--- config.mk ---
export PLATFORM = sky130hd
export DESIGN_NAME = mem_arb_flat
export DESIGN_NICKNAME = d
export VERILOG_FILES = /design/src/rtl/mem_arb_if.sv /design/src/rtl/mem_arb.sv /design/src/flat_wrapper.sv
export SDC_FILE = /design/constraint.sdc
export NUM_CORES = 1
export LEC_CHECK = 0
export CORE_AREA = 2 2 77 79
export DETAILED_ROUTE_END_ITERATION = 16
export DIE_AREA = 0 0 79 81
export HOLD_SLACK_MARGIN = 0.06
export PLACE_DENSITY = 0.77
export SYNTH_ARGS = -nofsm -noshare
export SYNTH_HDL_FRONTEND = slang
export SYNTH_SLANG_ARGS = --single-unit
--- constraint.sdc ---
create_clock -name clk -period 2.2 [get_ports clk]
set_clock_uncertainty 0.15 [all_clocks]
set_input_delay 0.44 -clock clk [delete_from_list [all_inputs] [get_ports clk]]
set_output_delay 0.44 -clock clk [all_outputs]
set_load 0.01 [all_outputs]
--- src/rtl/mem_arb_if.sv ---
// mem_arb_if: bundle of every bus signal around mem_arb.
//   cpu_*  : CPU request/acknowledge channel (req, we, addr, wdata in; ack, rdata out)
//   host_* : host loader/debug channel, same shape as cpu_*
//   mem_*  : single-port synchronous RAM strobes (ce, we, addr, wdata out; rdata in)
//   owner  : current bus owner, 00 none, 01 CPU, 10 host
// Modports:
//   slave  : the arbiter's view
//   master : the view of the surrounding requesters and RAM
interface mem_arb_if #(
  parameter int unsigned AW = 8,
  parameter int unsigned DW = 16
);
  logic          cpu_req;
  logic          cpu_we;
  logic [AW-1:0] cpu_addr;
  logic [DW-1:0] cpu_wdata;
  logic          cpu_ack;
  logic [DW-1:0] cpu_rdata;

  logic          host_req;
  logic          host_we;
  logic [AW-1:0] host_addr;
  logic [DW-1:0] host_wdata;
  logic          host_ack;
  logic [DW-1:0] host_rdata;

  logic          mem_ce;
  logic          mem_we;
  logic [AW-1:0] mem_addr;
  logic [DW-1:0] mem_wdata;
  logic [DW-1:0] mem_rdata;

  logic [1:0]    owner;

  modport slave (
    input  cpu_req, cpu_we, cpu_addr, cpu_wdata,
    output cpu_ack, cpu_rdata,
    input  host_req, host_we, host_addr, host_wdata,
    output host_ack, host_rdata,
    output mem_ce, mem_we, mem_addr, mem_wdata,
    input  mem_rdata,
    output owner
  );

  modport master (
    output cpu_req, cpu_we, cpu_addr, cpu_wdata,
    input  cpu_ack, cpu_rdata,
    output host_req, host_we, host_addr, host_wdata,
    input  host_ack, host_rdata,
    input  mem_ce, mem_we, mem_addr, mem_wdata,
    output mem_rdata,
    input  owner
  );
endinterface

--- src/rtl/mem_arb.sv ---
// mem_arb: two-port arbiter sharing one synchronous RAM between the CPU core and the
// host loader/debug port. Serialises requests, drives the RAM strobes and returns read
// data with a one-cycle acknowledge per transaction.
//
// Ports:
//   clk   : system clock
//   rst_n : asynchronous active-low reset
//   bus   : mem_arb_if.slave -- cpu_*, host_*, mem_* and owner signals
//
// Build option:
//   MEM_ARB_RR_EN defined   -> round-robin on simultaneous requests in idle
//   MEM_ARB_RR_EN undefined -> fixed priority, CPU first
//
// Timing: read ack three cycles after req is seen in idle, write ack two cycles after.
// The ack state hands the bus straight to the other port when it is waiting.
module mem_arb #(
  parameter int unsigned AW = 8,
  parameter int unsigned DW = 16
) (
  input logic         clk,
  input logic         rst_n,
  mem_arb_if.slave    bus
);

  typedef enum logic [2:0] {
    StIdle = 3'd0,
    StAcc  = 3'd1,
    StRd   = 3'd2,
    StAck  = 3'd3
  } state_e;

  // Raw bits so that the unused encodings stay representable and recover to idle.
  logic [2:0]    state_q;
  state_e        state_d;

  // Port select encoding: 0 = CPU, 1 = host.
  logic          sel_q, sel_d;
  logic          last_q, last_d;

  logic [DW-1:0] cpu_rdata_q, host_rdata_q;

  logic          win_host;
  logic          other_req;
  logic          sel_we;
  logic [AW-1:0] sel_addr;
  logic [DW-1:0] sel_wdata;
  logic [1:0]    sel_owner;

  assign sel_we    = sel_q ? bus.host_we    : bus.cpu_we;
  assign sel_addr  = sel_q ? bus.host_addr  : bus.cpu_addr;
  assign sel_wdata = sel_q ? bus.host_wdata : bus.cpu_wdata;
  assign sel_owner = sel_q ? 2'b10 : 2'b01;
  assign other_req = sel_q ? bus.cpu_req : bus.host_req;

`ifdef MEM_ARB_RR_EN
  // On a tie the port that was not served last wins.
  assign win_host = bus.host_req & (~bus.cpu_req | ~last_q);
`else
  assign win_host = bus.host_req & ~bus.cpu_req;
`endif

  always_comb begin
    state_d        = StIdle;
    sel_d          = sel_q;
    last_d         = last_q;
    bus.mem_ce     = 1'b0;
    bus.mem_we     = 1'b0;
    bus.mem_addr   = '0;
    bus.mem_wdata  = '0;
    bus.cpu_ack    = 1'b0;
    bus.host_ack   = 1'b0;
    bus.owner      = 2'b00;

    case (state_e'(state_q))
      StIdle: begin
        if (bus.cpu_req || bus.host_req) begin
          sel_d   = win_host;
          state_d = StAcc;
        end
      end

      StAcc: begin
        bus.mem_ce    = 1'b1;
        bus.mem_we    = sel_we;
        bus.mem_addr  = sel_addr;
        bus.mem_wdata = sel_wdata;
        bus.owner     = sel_owner;
        state_d       = sel_we ? StAck : StRd;
      end

      StRd: begin
        bus.owner = sel_owner;
        state_d   = StAck;
      end

      StAck: begin
        bus.owner    = sel_owner;
        bus.cpu_ack  = ~sel_q;
        bus.host_ack = sel_q;
        last_d       = sel_q;
        // The just-served port's req is ignored here; only the other port can follow.
        if (other_req) begin
          sel_d   = ~sel_q;
          state_d = StAcc;
        end
      end

      default: state_d = StIdle;
    endcase
  end

  always_ff @(posedge clk or negedge rst_n) begin
    if (!rst_n) begin
      state_q <= StIdle;
      sel_q   <= 1'b0;
      last_q  <= 1'b1;
    end else begin
      state_q <= state_d;
      sel_q   <= sel_d;
      last_q  <= last_d;
    end
  end

  // RAM data is valid during RD; capture it at the end of that cycle.
  always_ff @(posedge clk or negedge rst_n) begin
    if (!rst_n) begin
      cpu_rdata_q  <= '0;
      host_rdata_q <= '0;
    end else if (state_q == StRd) begin
      if (sel_q) begin
        host_rdata_q <= bus.mem_rdata;
      end else begin
        cpu_rdata_q  <= bus.mem_rdata;
      end
    end
  end

  assign bus.cpu_rdata  = cpu_rdata_q;
  assign bus.host_rdata = host_rdata_q;

endmodule

--- src/flat_wrapper.sv ---
// flat-port wrapper written by rule: the top's interface ports become plain ports
module mem_arb_flat 
#(
  parameter int unsigned AW = 8,
  parameter int unsigned DW = 16
)
  (clk, rst_n, bus_cpu_req, bus_cpu_we, bus_cpu_addr, bus_cpu_wdata, bus_cpu_ack, bus_cpu_rdata, bus_host_req, bus_host_we, bus_host_addr, bus_host_wdata, bus_host_ack, bus_host_rdata, bus_mem_ce, bus_mem_we, bus_mem_addr, bus_mem_wdata, bus_mem_rdata, bus_owner);
  mem_arb_if #(.AW(AW), .DW(DW)) bus_i ();
  input logic clk;
  input logic rst_n;
  input wire logic [$bits(bus_i.cpu_req)-1:0] bus_cpu_req;
  input wire logic [$bits(bus_i.cpu_we)-1:0] bus_cpu_we;
  input wire logic [$bits(bus_i.cpu_addr)-1:0] bus_cpu_addr;
  input wire logic [$bits(bus_i.cpu_wdata)-1:0] bus_cpu_wdata;
  output wire logic [$bits(bus_i.cpu_ack)-1:0] bus_cpu_ack;
  output wire logic [$bits(bus_i.cpu_rdata)-1:0] bus_cpu_rdata;
  input wire logic [$bits(bus_i.host_req)-1:0] bus_host_req;
  input wire logic [$bits(bus_i.host_we)-1:0] bus_host_we;
  input wire logic [$bits(bus_i.host_addr)-1:0] bus_host_addr;
  input wire logic [$bits(bus_i.host_wdata)-1:0] bus_host_wdata;
  output wire logic [$bits(bus_i.host_ack)-1:0] bus_host_ack;
  output wire logic [$bits(bus_i.host_rdata)-1:0] bus_host_rdata;
  output wire logic [$bits(bus_i.mem_ce)-1:0] bus_mem_ce;
  output wire logic [$bits(bus_i.mem_we)-1:0] bus_mem_we;
  output wire logic [$bits(bus_i.mem_addr)-1:0] bus_mem_addr;
  output wire logic [$bits(bus_i.mem_wdata)-1:0] bus_mem_wdata;
  input wire logic [$bits(bus_i.mem_rdata)-1:0] bus_mem_rdata;
  output wire logic [$bits(bus_i.owner)-1:0] bus_owner;
  assign bus_i.cpu_req = bus_cpu_req;
  assign bus_i.cpu_we = bus_cpu_we;
  assign bus_i.cpu_addr = bus_cpu_addr;
  assign bus_i.cpu_wdata = bus_cpu_wdata;
  assign bus_cpu_ack = bus_i.cpu_ack;
  assign bus_cpu_rdata = bus_i.cpu_rdata;
  assign bus_i.host_req = bus_host_req;
  assign bus_i.host_we = bus_host_we;
  assign bus_i.host_addr = bus_host_addr;
  assign bus_i.host_wdata = bus_host_wdata;
  assign bus_host_ack = bus_i.host_ack;
  assign bus_host_rdata = bus_i.host_rdata;
  assign bus_mem_ce = bus_i.mem_ce;
  assign bus_mem_we = bus_i.mem_we;
  assign bus_mem_addr = bus_i.mem_addr;
  assign bus_mem_wdata = bus_i.mem_wdata;
  assign bus_i.mem_rdata = bus_mem_rdata;
  assign bus_owner = bus_i.owner;
  mem_arb #(.AW(AW), .DW(DW)) u_core (.clk(clk), .rst_n(rst_n), .bus(bus_i));
endmodule
==> key figures <==
Logic synthesis
  – Synth top cells by count: 35 x dfrtp_1, 27 x nor2_1, 25 x mux2i_1, 23 x mux2_2, 10 x mux2_4
  – Post-synth top area share: a little under half
  – Synth Instances: 153
  – Post-synthesis sequential area ratio: 46.3%
  – FF+latch count, synth: 35
  – Top post-synthesis cells by area: dfrtp_1 46%, mux2_2 14%, mux2i_1 13%
  – EDFF count, synth: 0
  – Yosys cell types: 20
  – Post-synthesis cell area: 1890 um^2
  – Ys Warns: 0
  – Mapped Nets: 230
  – Ys flop type: dfrtp_1
  – Syn_area_per_cell: 12.4 um^2
  – Post-synth ARST share: 100%
  – Count leader, synth: dfrtp_1
  – Post-synth top area cell: dfrtp_1

STA
  – Min cycle time layout: 2.09 ns
  – Final hold violations: 0
  – Final WS setup: ~0.11 ns
  – Worst-Margin Slew: 0.449 ns
  – Final period util: roughly 95%
  – Rel. slew slack: between 70% and 80%
  – Unrepaired setup endpoints after global routing: false
  – Setup violators final: 0
  – Final max-slew violation count: 0
  – Peak Freq: roughly 0.48 GHz

Route
  – Vias per inst: about 4.6
  – Routed WL: roughly 5.2 mm
  – Antenna-violating nets left: 0
  – DRC Markers: 0
  – Via Count: between 1500 and 2000
  – Wirelength per Cell: 14.2 um
  – Initial drt markers: 32
  – Pre-Repair DR Iteration Count: 4

Place
  – Placed Cells incl. Taps: 357
  – GP Congestion: 0.702
  – Pre-CTS setup slack: -0.0831 ns
  – Port buffer count: 131
  – Post-DP Area: 3330 um^2
  – Final HPWL DP: 4.13 mm

Power
  – Clk pwr share: 13.4%
  – Switch Pwr: 1.45 mW
  – Sw frac: 33.9%
  – P per Cell Area: around 1300 nW/um^2
  – Lkg Pwr: 1.49 nW
  – Logic pwr share: 59.6%
  – Int Pwr: 2.82 mW
  – Max IR drop VDD: 566 uV
  – Total power draw: 4.27 mW
  – Flop pwr share: 27.0%

Min path
  – Worst Hold Class: reg2reg

Critical path
  – CP Launch Type: flip-flop
  – CP endpoint kind: output port
  – Setup CP Type: reg2out
  – Slowest cell on crit path: dfrtp_1
  – Max incr delay on CP: 0.39 ns
  – Crit path max-delay family: buffers and inverters
  – CP cell instances: buf_4 > ha_1 > and2_1 > dlygate4sd2_1
  – Worst EP required: 1.61 ns
  – Crit path arrival time: 1.50 ns
  – CP max FO: 4
  – Crit path buf inv count: 2

Status
  – Outcome: completed

Clocking
  – CTS Sinks: 35
  – H-Tree Depth: 2
  – CTS Hold Bufs: 0
  – Clk root buf: clkbuf_8
  – CTS tree: built
  – CTS Buffer Depth: 2
  – Clock Pin Slew Worst Setup and Hold Paths: around 0.08 ns
  – Clock latency on the worst-skew pair: around 0.29 ns
  – TritonCTS Buffers: 5

Global route
  – Initial antenna violation count: 0
  – Vias in the first global route: 1703
  – Largest net degree at the start of global routing: 36
  – First-pass GRT wire length: between 8 and 9 mm
  – Total global routing overflow: 0
  – GRT Total Usage: 16.4%

Die
  – Die width: 79 um
  – Row cnt: 28
  – Initial core utilization: 33.3%
  – Die Y: 81 um
  – Die area: 6400 um^2
  – I/O Pins: 132
  – CORE AREA: 5680 um^2

Finish
  – Fillers: slightly above 500
  – Non-filler cells, final: 365
  – Area of the multi-input gates: 943 um^2
  – Final Cell Area: 3310 um^2
  – Syn-to-layout area delta: 75.0%
  – Share of cells above drive strength 1: 26.2%
  – Register area: 876 um^2
  – Nets: about 370
  – Diode count: 0

Run
  – Max Cap Viol: 0
## sequential cells by signal, summed over array words and instances (netlist names)
register	cells
u_core.sel_q	1
u_core.bus.cpu_rdata	16
u_core.state_q	2
u_core.bus.host_rdata	16
## through the flow
| step | utilization (%) | hold slack, ns | TNS (ns) |
|---|---|---|---|
| 2_1_floorplan | - | -0.00559 | 0 |
| 3_3_place_gp | 58.6 | 0.337 | -0.428 |
| 3_5_place_dp | 58.6 | 0.344 | -0.520 |
| 4_1_cts | 59.9 | 0.361 | 0 |
| 5_1_grt | 58.3 | 0.370 | 0 |
| 6_report | 58.3 | 0.358 | 0 |
## cell type report
type	count	area share [%]
Clock buffer	5	2.08
Clock inverter	3	1.32
Inverter	3	0.340
Sequential cell	35	26.5
Multi-Input combinational cell	106	28.5
Timing Repair Buffer	138	38.5
Tap cell	75	2.83
## kinds of logic after synthesis
kind of cell    after synthesis  synth area share (%)
simple gates                 35                  8.53
flops                        35                  46.3
compound gates                6                  1.85
buf+inv                      12                  3.84
mux                          58                  34.9
fa+ha+maj                     7                  4.63
## path summary, 6_finish.rpt
path	startpoint	to	slack [ns]	cells past startpoint
worst max-delay path	u_core.state_q[0]	bus_host_ack	0.11	4
max in group asynchronous	rst_n	u_core.bus.cpu_rdata[0]	1.15	2
min in group asynchronous	rst_n	u_core.bus.cpu_rdata[10]	0.41	2
worst min register to register	u_core.bus.host_rdata[6]	u_core.bus.host_rdata[6]	0.36	1
worst max register to register	u_core.state_q[0]	u_core.bus.host_rdata[15]	0.35	5
worst min-delay path	u_core.bus.host_rdata[6]	u_core.bus.host_rdata[6]	0.36	1
## metal layers
metal	vias to the layer above	part of all wire, %	global-route usage [%]
li1	796	-	-
met3	12	10	5.44
met5	-	0	0
met2	105	48	27.6
met1	769	39	19.2
met4	0	2.5	7.24
## power groups by stage
| stage | combinational [mW] | clock (mW) | sequential (mW) |
|---|---|---|---|
| 2_1_floorplan | 1.23 | 0 | 1.30 |
| 3_3_place_gp | 2.71 | 0 | 1.15 |
| 6_report | 2.54 | 0.574 | 1.15 |
| 5_1_grt | 2.74 | 0.622 | 1.19 |
| 3_5_place_dp | 2.74 | 0 | 1.17 |
| 4_1_cts | 2.62 | 0.594 | 1.15 |
## timing repair
action / CTS / global route
gates resized for setup: 29 / 51
endpoints found under the hold margin: 0 / 0
setup buffers: 0 / 0
gates cloned: 0 / 0
setup endpoints to repair: 29 / 26
## cell usage in the layout, fill, tap and decap left out, types with 3 or more instances in the layout
cell type and count:
buf_12 3, mux2i_1 25, dlygate4sd2_1 4, clkbuf_8 5, mux2_4 10, mux2_2 23
buf_4 4, ha_1 7, nor2_1 27, clkbuf_2 25, dfrtp_1 35, a21oi_1 3
clkdlybuf4s50_1 101
Note: power is estimated with default switching activity, not from simulation.
